### config.mk
export PLATFORM = sky130hd
export DESIGN_NAME = image_stream_encoder
export DESIGN_NICKNAME = d
export VERILOG_FILES = /design/src/rtl/image_stream_pkg.sv /design/src/rtl/flopenr.sv /design/src/rtl/image_stream_encoder.sv
export SDC_FILE = /design/constraint.sdc
export NUM_CORES = 1
export LEC_CHECK = 0
export CORE_MARGIN = 3
export CORE_UTILIZATION = 45
export CTS_CLUSTER_SIZE = 14
export DETAILED_ROUTE_END_ITERATION = 6
export GPL_TIMING_DRIVEN = 0
export PLACE_DENSITY = 0.74
export SETUP_SLACK_MARGIN = 0.15
export SKIP_LAST_GASP = 1
export SLEW_MARGIN = 20
export SYNTH_ARGS = -nofsm -noshare
export SYNTH_HDL_FRONTEND = slang
export SYNTH_HIERARCHICAL = 1
export SYNTH_SLANG_ARGS = --single-unit
### constraint.sdc
create_clock -name clk -period 3.4 [get_ports clk]
set_input_delay 0.51 -clock clk [delete_from_list [all_inputs] [get_ports clk]]
set_output_delay 0.51 -clock clk [all_outputs]
set_load 0.01 [all_outputs]
### src/rtl/image_stream_pkg.sv
// rtl/image_stream_pkg.sv - shared defaults and state type for the image stream encoder/decoder pair
//
// Purpose: single source for frame geometry defaults and the stream FSM
// state encoding, so encoder and decoder agree on both.
// Contents:
//   DEFAULT_ROWS    rows (slices) per frame
//   DEFAULT_SLICE_W bits per row slice
//   DEFAULT_SEL_W   row-select width, clog2(DEFAULT_ROWS)
//   stream_state_e  IDLE (waiting for a frame) / SEND (streaming rows)
package image_stream_pkg;

  localparam int DEFAULT_ROWS    = 8;
  localparam int DEFAULT_SLICE_W = 8;
  localparam int DEFAULT_SEL_W   = $clog2(DEFAULT_ROWS);

  typedef enum logic {
    IDLE = 1'b0,
    SEND = 1'b1
  } stream_state_e;

endpackage

### src/rtl/flopenr.sv
// rtl/flopenr.sv - enabled register without reset
//
// Purpose: WIDTH-bit register that loads d on a rising edge when en is high
// and holds otherwise. Contents are undefined until the first enabled load.
// Ports:
//   clk  in   rising-edge clock
//   en   in   load enable
//   d    in   [WIDTH-1:0] data to capture
//   q    out  [WIDTH-1:0] registered data
module flopenr #(
  parameter int WIDTH = 8
) (
  input  logic             clk,
  input  logic             en,
  input  logic [WIDTH-1:0] d,
  output logic [WIDTH-1:0] q
);

  always_ff @(posedge clk) begin
    if (en) begin
      q <= d;
    end
  end

endmodule

### src/rtl/image_stream_encoder.sv
// rtl/image_stream_encoder.sv - serializes a captured frame into row slices with valid/ready flow control
//
// Purpose: accepts a whole frame in one handshake, then emits it one row per
// accepted beat, row 0 first, tagging each slice with its row index. A one-
// cycle done pulse follows the last accepted row.
// Ports:
//   clk           in   rising-edge clock
//   rst           in   synchronous active-high reset
//   image_i       in   [ROWS-1:0][SLICE_W-1:0] frame to serialize, row k = image_i[k]
//   load_valid_i  in   frame-offer strobe
//   load_ready_o  out  high while a new frame can be accepted (registered)
//   slice_o       out  [SLICE_W-1:0] current row data (registered)
//   sel_o         out  [SEL_W-1:0] index of the row on slice_o (registered)
//   valid_o       out  slice_o/sel_o hold a valid row (registered)
//   ready_i       in   downstream accepts the current row
//   en_o          out  valid_o & ready_i, decoder-side register enable (combinational)
//   done_o        out  one-cycle pulse after the last row is accepted (registered)
module image_stream_encoder
  import image_stream_pkg::*;
#(
  parameter int ROWS    = DEFAULT_ROWS,
  parameter int SLICE_W = DEFAULT_SLICE_W,
  parameter int SEL_W   = DEFAULT_SEL_W
) (
  input  logic                          clk,
  input  logic                          rst,
  input  logic [ROWS-1:0][SLICE_W-1:0]  image_i,
  input  logic                          load_valid_i,
  output logic                          load_ready_o,
  output logic [SLICE_W-1:0]            slice_o,
  output logic [SEL_W-1:0]              sel_o,
  output logic                          valid_o,
  input  logic                          ready_i,
  output logic                          en_o,
  output logic                          done_o
);

  stream_state_e               r_state;
  logic [SEL_W-1:0]            r_idx;
  logic [SLICE_W-1:0]          r_slice;
  logic                        r_valid;
  logic                        r_load_ready;
  logic                        r_done;

  logic                        w_load_hs;
  logic                        w_row_hs;
  logic                        w_last_row;
  logic [SEL_W-1:0]            w_idx_next;
  logic [ROWS*SLICE_W-1:0]     w_frame_flat;
  logic [ROWS-1:0][SLICE_W-1:0] w_frame;

  // Load is only accepted in IDLE, which also makes the captured frame
  // immune to image_i changes while rows are streaming.
  assign w_load_hs  = (r_state == IDLE) && load_valid_i;
  assign w_row_hs   = r_valid && ready_i;
  assign w_last_row = (r_idx == SEL_W'(ROWS - 1));
  assign w_idx_next = r_idx + SEL_W'(1);

  flopenr #(
    .WIDTH (ROWS * SLICE_W)
  ) u_frame_reg (
    .clk (clk),
    .en  (w_load_hs),
    .d   (image_i),
    .q   (w_frame_flat)
  );

  assign w_frame = w_frame_flat;

  always_ff @(posedge clk) begin
    if (rst) begin
      r_state      <= IDLE;
      r_idx        <= '0;
      r_slice      <= '0;
      r_valid      <= 1'b0;
      r_load_ready <= 1'b1;
      r_done       <= 1'b0;
    end else begin
      r_done <= 1'b0;
      case (r_state)
        IDLE: begin
          if (w_load_hs) begin
            // Row 0 comes straight from image_i: the frame register is being
            // written on this same edge and cannot be read back yet.
            r_state      <= SEND;
            r_idx        <= '0;
            r_slice      <= image_i[0];
            r_valid      <= 1'b1;
            r_load_ready <= 1'b0;
          end
        end
        SEND: begin
          if (w_row_hs) begin
            if (w_last_row) begin
              // Index and slice are left on the last row; valid_o low marks
              // them stale, and the index never wraps within a frame.
              r_state      <= IDLE;
              r_valid      <= 1'b0;
              r_load_ready <= 1'b1;
              r_done       <= 1'b1;
            end else begin
              r_idx   <= w_idx_next;
              r_slice <= w_frame[w_idx_next];
            end
          end
        end
        default: begin
          r_state      <= IDLE;
          r_valid      <= 1'b0;
          r_load_ready <= 1'b1;
        end
      endcase
    end
  end

  assign load_ready_o = r_load_ready;
  assign slice_o      = r_slice;
  assign sel_o        = r_idx;
  assign valid_o      = r_valid;
  assign done_o       = r_done;
  assign en_o         = r_valid & ready_i;

endmodule

* Yosys cells after proc, flatten, opt, wreduce, memory -nomap -nowiden
Cells that the tools add are included.
** Word-level totals
- Flip-flop bits (word level) :: 79
- Input port bits :: 68
** Operators by class
- Add/subtract/negate cells :: 1
- $lt $le $gt $ge :: 1
- Eq/ne operators :: 5
- Mux-type cells :: 23
- Bitwise operators :: 3
- Reductions and logical operators :: 5
** Operator list (number)
- two-way mux 8 bit :: 4
- binary-select mux 8 bit (select 3 bit) :: 1
- case mux 8 bit (2 select lines) :: 1
- two-way mux 1 bit :: 10
- two-way mux 3 bit :: 3
- inequality test 2 x 1 -> 1 bit (second input constant) :: 3
- case mux 1 bit (2 select lines) :: 3
- case mux 3 bit (2 select lines) :: 1
- AND reduction 3 bit :: 2
- < comparator 3 x 4 -> 1 bit (second input constant) :: 1
- adder 3 x 1 -> 3 bit (second input constant) :: 1
- equality test 3 bit (second input constant) :: 1
- OR reduction 3 bit :: 1
- logical AND 1 bit :: 2
- inequality test 2 bit (second input constant) :: 1
- inverter 1 bit :: 2
- bitwise AND 1 bit :: 1

* Depth between registers and ports, before layout
Gate-level depths: netlist of the first run.
- Word-level depth :: 6
- Depth in mapped cells :: 7

* Hierarchy
Netlist of the first run, hierarchy kept.
** Modules (own cells, without submodules)
- flopenr :: instances 1, cells each 64, area an instance 1921.8 sq um, seq. area each 1921.8 sq um
- image_stream_encoder :: instances 1, cells each 103, area an instance 1221.2 sq um, seq. area each 300.3 sq um

* Least setup slack after synthesis of the first run
OpenSTA, ideal clock, no wires.
- Kind :: input to register
- Start point :: input port load_valid_i
- End point :: register u_frame_reg.q[0] (enable)
- Setup time :: 419 ps
- Data arrival time :: 2012 ps
- Path slack :: 969 ps
- Cell stages on the path :: 3
- Cell sequence :: nand2b_1 buf_2 inv_1
** Between the ends
- Cells in the longest elaborated chain, start to end :: 1
** Ends and longest elaborated chain
- start: declaration :: RTL line image_stream_encoder.sv:28 : input logic load_valid_i,
- logical AND 1 bit :: RTL line image_stream_encoder.sv:54 : assign w_load_hs = (r_state == IDLE) && load_valid_i;
- via w_load_hs :: RTL line image_stream_encoder.sv:45 : logic w_load_hs;
- end signal: assignment :: RTL line flopenr.sv:21 : q <= d;
- end: declaration :: RTL line flopenr.sv:16 : output logic [WIDTH-1:0] q
The timed path passes the listed nets, and every way through them passes these cells.
A chain may end at the register's enable or synchronous reset.

* Worst setup path in the final report of the first run
- Start point :: input port ready_i
- End point :: output port en_o
** Between the ends
- Cells in the longest elaborated chain, start to end :: 1
** Ends and longest elaborated chain
- start: declaration :: RTL line image_stream_encoder.sv:33 : input logic ready_i,
- bitwise AND 1 bit :: RTL line image_stream_encoder.sv:121 : assign en_o = r_valid & ready_i;
- end: declaration :: RTL line image_stream_encoder.sv:34 : output logic en_o,
Every way passes these cells.

==> results of run 1 <==
[cell families (layout without fill, tap and decap cells)]
| logic type | count (synthesis) | count (layout) | share of synthesized area |
|---|---|---|---|
| multiplexers | 24 | 24 | 0.151 |
| adder cells (fa/ha/maj) | 3 | 3 | 0.0119 |
| buffers and inverters | 13 | 112 | 0.0259 |
| AO/OA/AOI/OAI | 23 | 23 | 0.0474 |
| flip-flops | 79 | 79 | 0.707 |
| AND/OR/NAND/NOR | 24 | 24 | 0.0541 |
| XOR/XNOR | 1 | 1 | 0.00279 |
[final timing paths]
check / from / slack, ns / end / cells past startpoint
setup / recovery: ready_i / 1.17 / en_o / 3
hold / removal: sel_o[1] / 0.51 / sel_o[1] / 2
setup reg to reg: sel_o[0] / 1.29 / slice_o[7] / 7
hold reg to reg: sel_o[1] / 0.51 / sel_o[1] / 2
[sequential cells by signal, summed over array words and instances (netlist names)]
signal,cells
u_frame_reg/q,64
slice_o,8
sel_o,3
done_o,1
load_ready_o,1
r_state,1
valid_o,1
[power by group]
part           internal [uW]  switching, uW
clock network            561            336
logic                    115           68.1
registers               1100           16.2
total                   1780            420
[through the flow]
stage          hold slack (ns)  cell area, um^2
3_5_place_dp             0.500             4100
3_3_place_gp             0.484             4080
2_1_floorplan            0.508             3140
5_1_grt                  0.527             4360
4_1_cts                  0.511             4360
6_report                 0.513             4360
[area by class of cell]
| type | instances | area [um^2] |
|---|---|---|
| buffer | 11 | 73.8 |
| sequential | 79 | 2220 |
| timing repair buffer | 83 | 841 |
| clock buffer | 10 | 128 |
| multi-input combinational | 75 | 840 |
| inverter | 2 | 10.0 |
| fill | 467 | 2200 |
| clock inverter | 6 | 133 |
| tap | 93 | 116 |
[worst max-delay path, stage by stage]
cell	delay, ns
clkdlybuf4s50_1	0.54
and2_1	0.14
clkdlybuf4s50_1	0.52
[layer usage]
metal	up-vias	GRT usage	share of wire
met3	12	0.0557	0.072
met4	0	0.0825	0.022
li1	886	-	-
met1	895	0.233	0.42
met5	-	0	0
met2	80	0.260	0.49
[placed cells by master, fill, tap and decap left out, drive strengths merged, types with 2 or more instances in the layout]
cell type      netlist  layout
bufinv               0       4
edfxtp              64      64
clkdlybuf4s50        0      82
dfxtp               15      15
o21ai                9       9
mux2i                8       8
ha                   3       3
inv                  2       2
a21oi                4       4
clkbuf               4      14
nor2                 2       2
a41oi                8       8
nand3                4       4
buf                  7       8
nand2                3       3
mux4                16      16
nor4bb               8       8
and3                 2       2
==> flow_metrics.tcl, run 1 <==
set metrics [dict create \
    synth.net_count 238 \
    finalHoldViolCount 0 \
    rsz0062_at_grt "no" \
    routed_wl_um 6440 \
    vias 1873 \
    synth_cell_types 29 \
    numCtsBuffers 9 \
    drv_slew 0 \
    synth_area_leaders "edfxtp_1, dfxtp_1, mux4_1" \
    pre_cts_slack_ns 1.17 \
    cp.arrival_ns 1.72 \
    clkSinkCount 79 \
    die_x_um 89.6 \
    insertion_delay_ns 0.35 \
    crit_path_max_fanout 5 \
    cap_violations 0 \
    drt_iter0_drc 114 \
    io_pins 83 \
    required_ns 2.89 \
    synth_edf_count 64 \
    clockBufferDepth 2 \
    area_growth_pct 38.8 \
    drive_gt1_frac 0.117 \
    drcViolationCount 0 \
    worstMarginPinSlew_ns 0.504 \
    clockRootBuffer "clkbuf_8" \
    fin_cells 359 \
    portBuffers 82 \
    yosysMostFrequentCell "edfxtp_1" \
    die_h_um 89.6 \
    async_reset_ff_frac 0 \
    yosysTopAreaCell "edfxtp_1" \
    routed_via_density 5.22 \
    core_area_um2 6570 \
    synth_commonest_cells "edfxtp_1, dfxtp_1, mux4_1" \
    diodes 0 \
    synth_area_um2 3140 \
    antenna_found_initial 0 \
    final.setup.worst_slack_ns 1.17 \
    post_cts_buffers 0 \
    fin_crit_sh 0.656 \
    ys.warnings.count 6 \
    powerDensity_nw_per_um2 504 \
    gr-usage-all-layers 0.174 \
    setup_viol 0 \
    finalClockSkew_ns 0.00652 \
    h-tree-depth 3 \
    gp_congestion 0.836 \
    fmax_mhz 448 \
    dieArea_um2 8020 \
    p_leak_uw 0.00148 \
    critPathCaptureType "primary output" \
    rows 29 \
    clk_pin_slew_worst_paths_ns 0.08 \
    wl_per_cell_um 17.9 \
    vdd_drop_max_mv 0.422 \
    synth_seq_cells 79 \
    hp-class "flop to flop" \
    cts_tree "built" \
    finalCriticalPeriod_ns 2.23 \
    grt_pass1_vias 1969 \
    grt_overflow_total 0 \
    status "finished, final reports clean" \
    drtPass1Iterations 4 \
    antenna_left 0 \
    grt_pass1_wl_um 10000 \
    max_slew_margin 0.664 \
    start_kind "primary input" \
    yosys.area.top_type_share 0.611 \
    syn-mean-instance-area_um2 18.8 \
    timing.setup.tns_ns 0 \
    post_cts_resized 0 \
    cts_hold_buffers 0 \
    final_nets 332 \
    dp_hpwl_um 4400 \
    syn_inst 167 \
    yosysSeqAreaShare 0.707 \
    power_uw 2200 \
    crit_type "primary input to primary output" \
    start_util 0.479 \
    dpl.cell_count 343 \
    fin_util 0.664 \
    grt_max_degree 42 \
    synth_ff_type "edfxtp_1" \
]
No activity file was read; power rests on OpenSTA's default activity.
==> run 2: changes to the inputs <==
==> constraint.sdc (replaced) <==
create_clock -name clk -period 2.1 [get_ports clk]
set_input_delay 0.315 -clock clk [delete_from_list [all_inputs] [get_ports clk]]
set_output_delay 0.315 -clock clk [all_outputs]
set_load 0.01 [all_outputs]
==> flow_metrics.tcl, run 2 (same netlist as run 1, synthesis figures left out) <==
set metrics [dict create \
    gr-usage-all-layers 0.168 \
    h-tree-depth 3 \
    pre_cts_slack_ns -0.0234 \
    finalClockSkew_ns 0.00668 \
    cp_top_family "multiplexers" \
    dieArea_um2 8020 \
    diodes 0 \
    clkSinkCount 79 \
    regArea_um2 2220 \
    hold_depth 2 \
    status "finished, final reports clean" \
    final.setup.worst_slack_ns 0.236 \
    p_switching_uw 668 \
    hp-class "flop to flop" \
    critPathCaptureType "flop" \
    final_nets 334 \
    worst-path-stages 6 \
    largest_reg_flops 64 \
    powerDensity_nw_per_um2 765 \
    gp_congestion 0.817 \
    cap_violations 0 \
    antenna_found_initial 0 \
    crit_path_max_fanout 5 \
    worstMarginPinSlew_ns 0.533 \
    slowest_stage "mux4_1" \
    die_x_um 89.6 \
    p_sw_frac 0.199 \
    insertion_delay_ns 0.34 \
    fin_cells 361 \
    cp_cell_sequence "ha_1 -> ha_1 -> buf_6 -> mux4_1 -> mux2i_1 -> o21ai_0" \
    multi_input_area_um2 840 \
    start_util 0.479 \
    required_ns 2.31 \
    rows 29 \
    drcViolationCount 0 \
    vias 1867 \
    cts_tree "built" \
    grt_pass1_wl_um 9540 \
    drtPass1Iterations 4 \
    crit_type "flop to flop" \
    clockRootBuffer "clkbuf_8" \
    finalCriticalPeriod_ns 1.86 \
    grt_pass1_vias 1838 \
    grt_overflow_total 0 \
    start_kind "flop" \
    dpl.cell_count 344 \
    wl_per_cell_um 17.4 \
    power.share.clock 0.367 \
    drv_slew 0 \
    clockBufferDepth 2 \
    drt_iter0_drc 81 \
    fin_crit_sh 0.888 \
    routed_wl_um 6290 \
    max_slew_margin 0.644 \
    area_growth_pct 39.5 \
    vdd_drop_max_mv 0.510 \
    numCtsBuffers 9 \
    crit_start "sel_o[0]" \
    p_seq_frac 0.541 \
    io_pins 83 \
    p_leak_uw 0.00148 \
    internal-power_uw 2690 \
    dp_hpwl_um 4510 \
    portBuffers 82 \
    whs_endpoint "sel_o[1]" \
    reg2regPathDepth 6 \
    routed_via_density 5.17 \
    finalHoldViolCount 0 \
    most-common-layout-cells "clkdlybuf4s50_1, edfxtp_1, dfxtp_1" \
    rsz0062_at_grt "no" \
    setup_viol 0 \
    drive_gt1_frac 0.127 \
    n_fill_cell 458 \
    r2r-start "sel_o[0]" \
    cp.arrival_ns 2.07 \
    r2r-end "slice_o[5]" \
    min_from "sel_o[1]" \
    antenna_left 0 \
    power_uw 3350 \
    path_buf_inv 1 \
    fmax_mhz 536 \
    core_area_um2 6570 \
    timing.setup.tns_ns 0 \
    final_common_cell "clkdlybuf4s50_1" \
    cpPeakStageDelay_ns 0.55 \
    cp_common_cell "ha_1" \
    p_comb_frac 0.092 \
    clk_pin_slew_worst_paths_ns 0.07 \
    grt_max_degree 25 \
    top_register "u_frame_reg/q" \
    die_h_um 89.6 \
    rrSetupSlack_ns 0.24 \
]
-- run 2: cell count changes in the layout (fill, tap and decap cells not counted), moves of 2 or more --
cell / change
buf_16: +2
buf_2: -3
buf_4: +2
buf_6: +2
bufinv_16: -2
-- run 2: worst max-delay path by stage --
stage                        endpoint  slack, ns
finish                     slice_o[5]       0.24
global route               slice_o[5]       0.16
CTS                        slice_o[5]       0.16
floorplan            u_frame_reg/q[0]       0.15
detailed placement  u_frame_reg/q[44]      -0.02
global placement    u_frame_reg/q[18]      -0.64
-- run 2: power groups by stage --
stage          sequential, uW  combinational [uW]  clock, uW
3_5_place_dp             1850                 310          0
6_report                 1810                 308       1230
2_1_floorplan            1850                 102          0
3_3_place_gp             1850                 290          0
4_1_cts                  1810                 311       1250
5_1_grt                  1820                 331       1330
-- run 2: tightest hold or removal path, delay by kind of cell, from the launching register on --
family	cells	cell delay [ns]
AND/OR/NAND/NOR	1	0.07
AO/OA/AOI/OAI	1	0.06
flip-flops	1	0.33
-- run 2: repair_timing --
action | 4_1_cts | 5_1_grt
setup endpoints to repair | 7 | 7
buffers inserted | 0 | 1
hold buffers | 0 | 0
resized for setup | 2 | 2
-- run 2: final cells by class --
type                            instances  share of cell area
Buffer                                 11              0.0203
Tap cell                               93              0.0265
Inverter                                2             0.00257
Clock buffer                           11              0.0322
Multi-Input combinational cell         75               0.191
Clock inverter                          5              0.0185
Sequential cell                        79               0.507
Timing Repair Buffer                   85               0.201
-- run 2: layer usage --
| layer | vias to the layer above | routed length, um | share of wire | track usage |
|---|---|---|---|---|
| li1 | 889 | - | - | - |
| met2 | 67 | 3150 | 0.50 | 0.259 |
| met4 | 0 | 99 | 0.016 | 0.0853 |
| met3 | 9 | 391 | 0.062 | 0.0429 |
| met5 | - | 0 | 0 | 0 |
| met1 | 902 | 2650 | 0.42 | 0.221 |
-- run 2: stage by stage --
step	util	area [um^2]	hold slack, ns
after global placement	0.622	4090	0.485
after floorplan	-	3150	0.414
after CTS	0.665	4370	0.502
after detailed placement	0.631	4140	0.492
after global routing	0.668	4390	0.506
final	0.668	4390	0.502
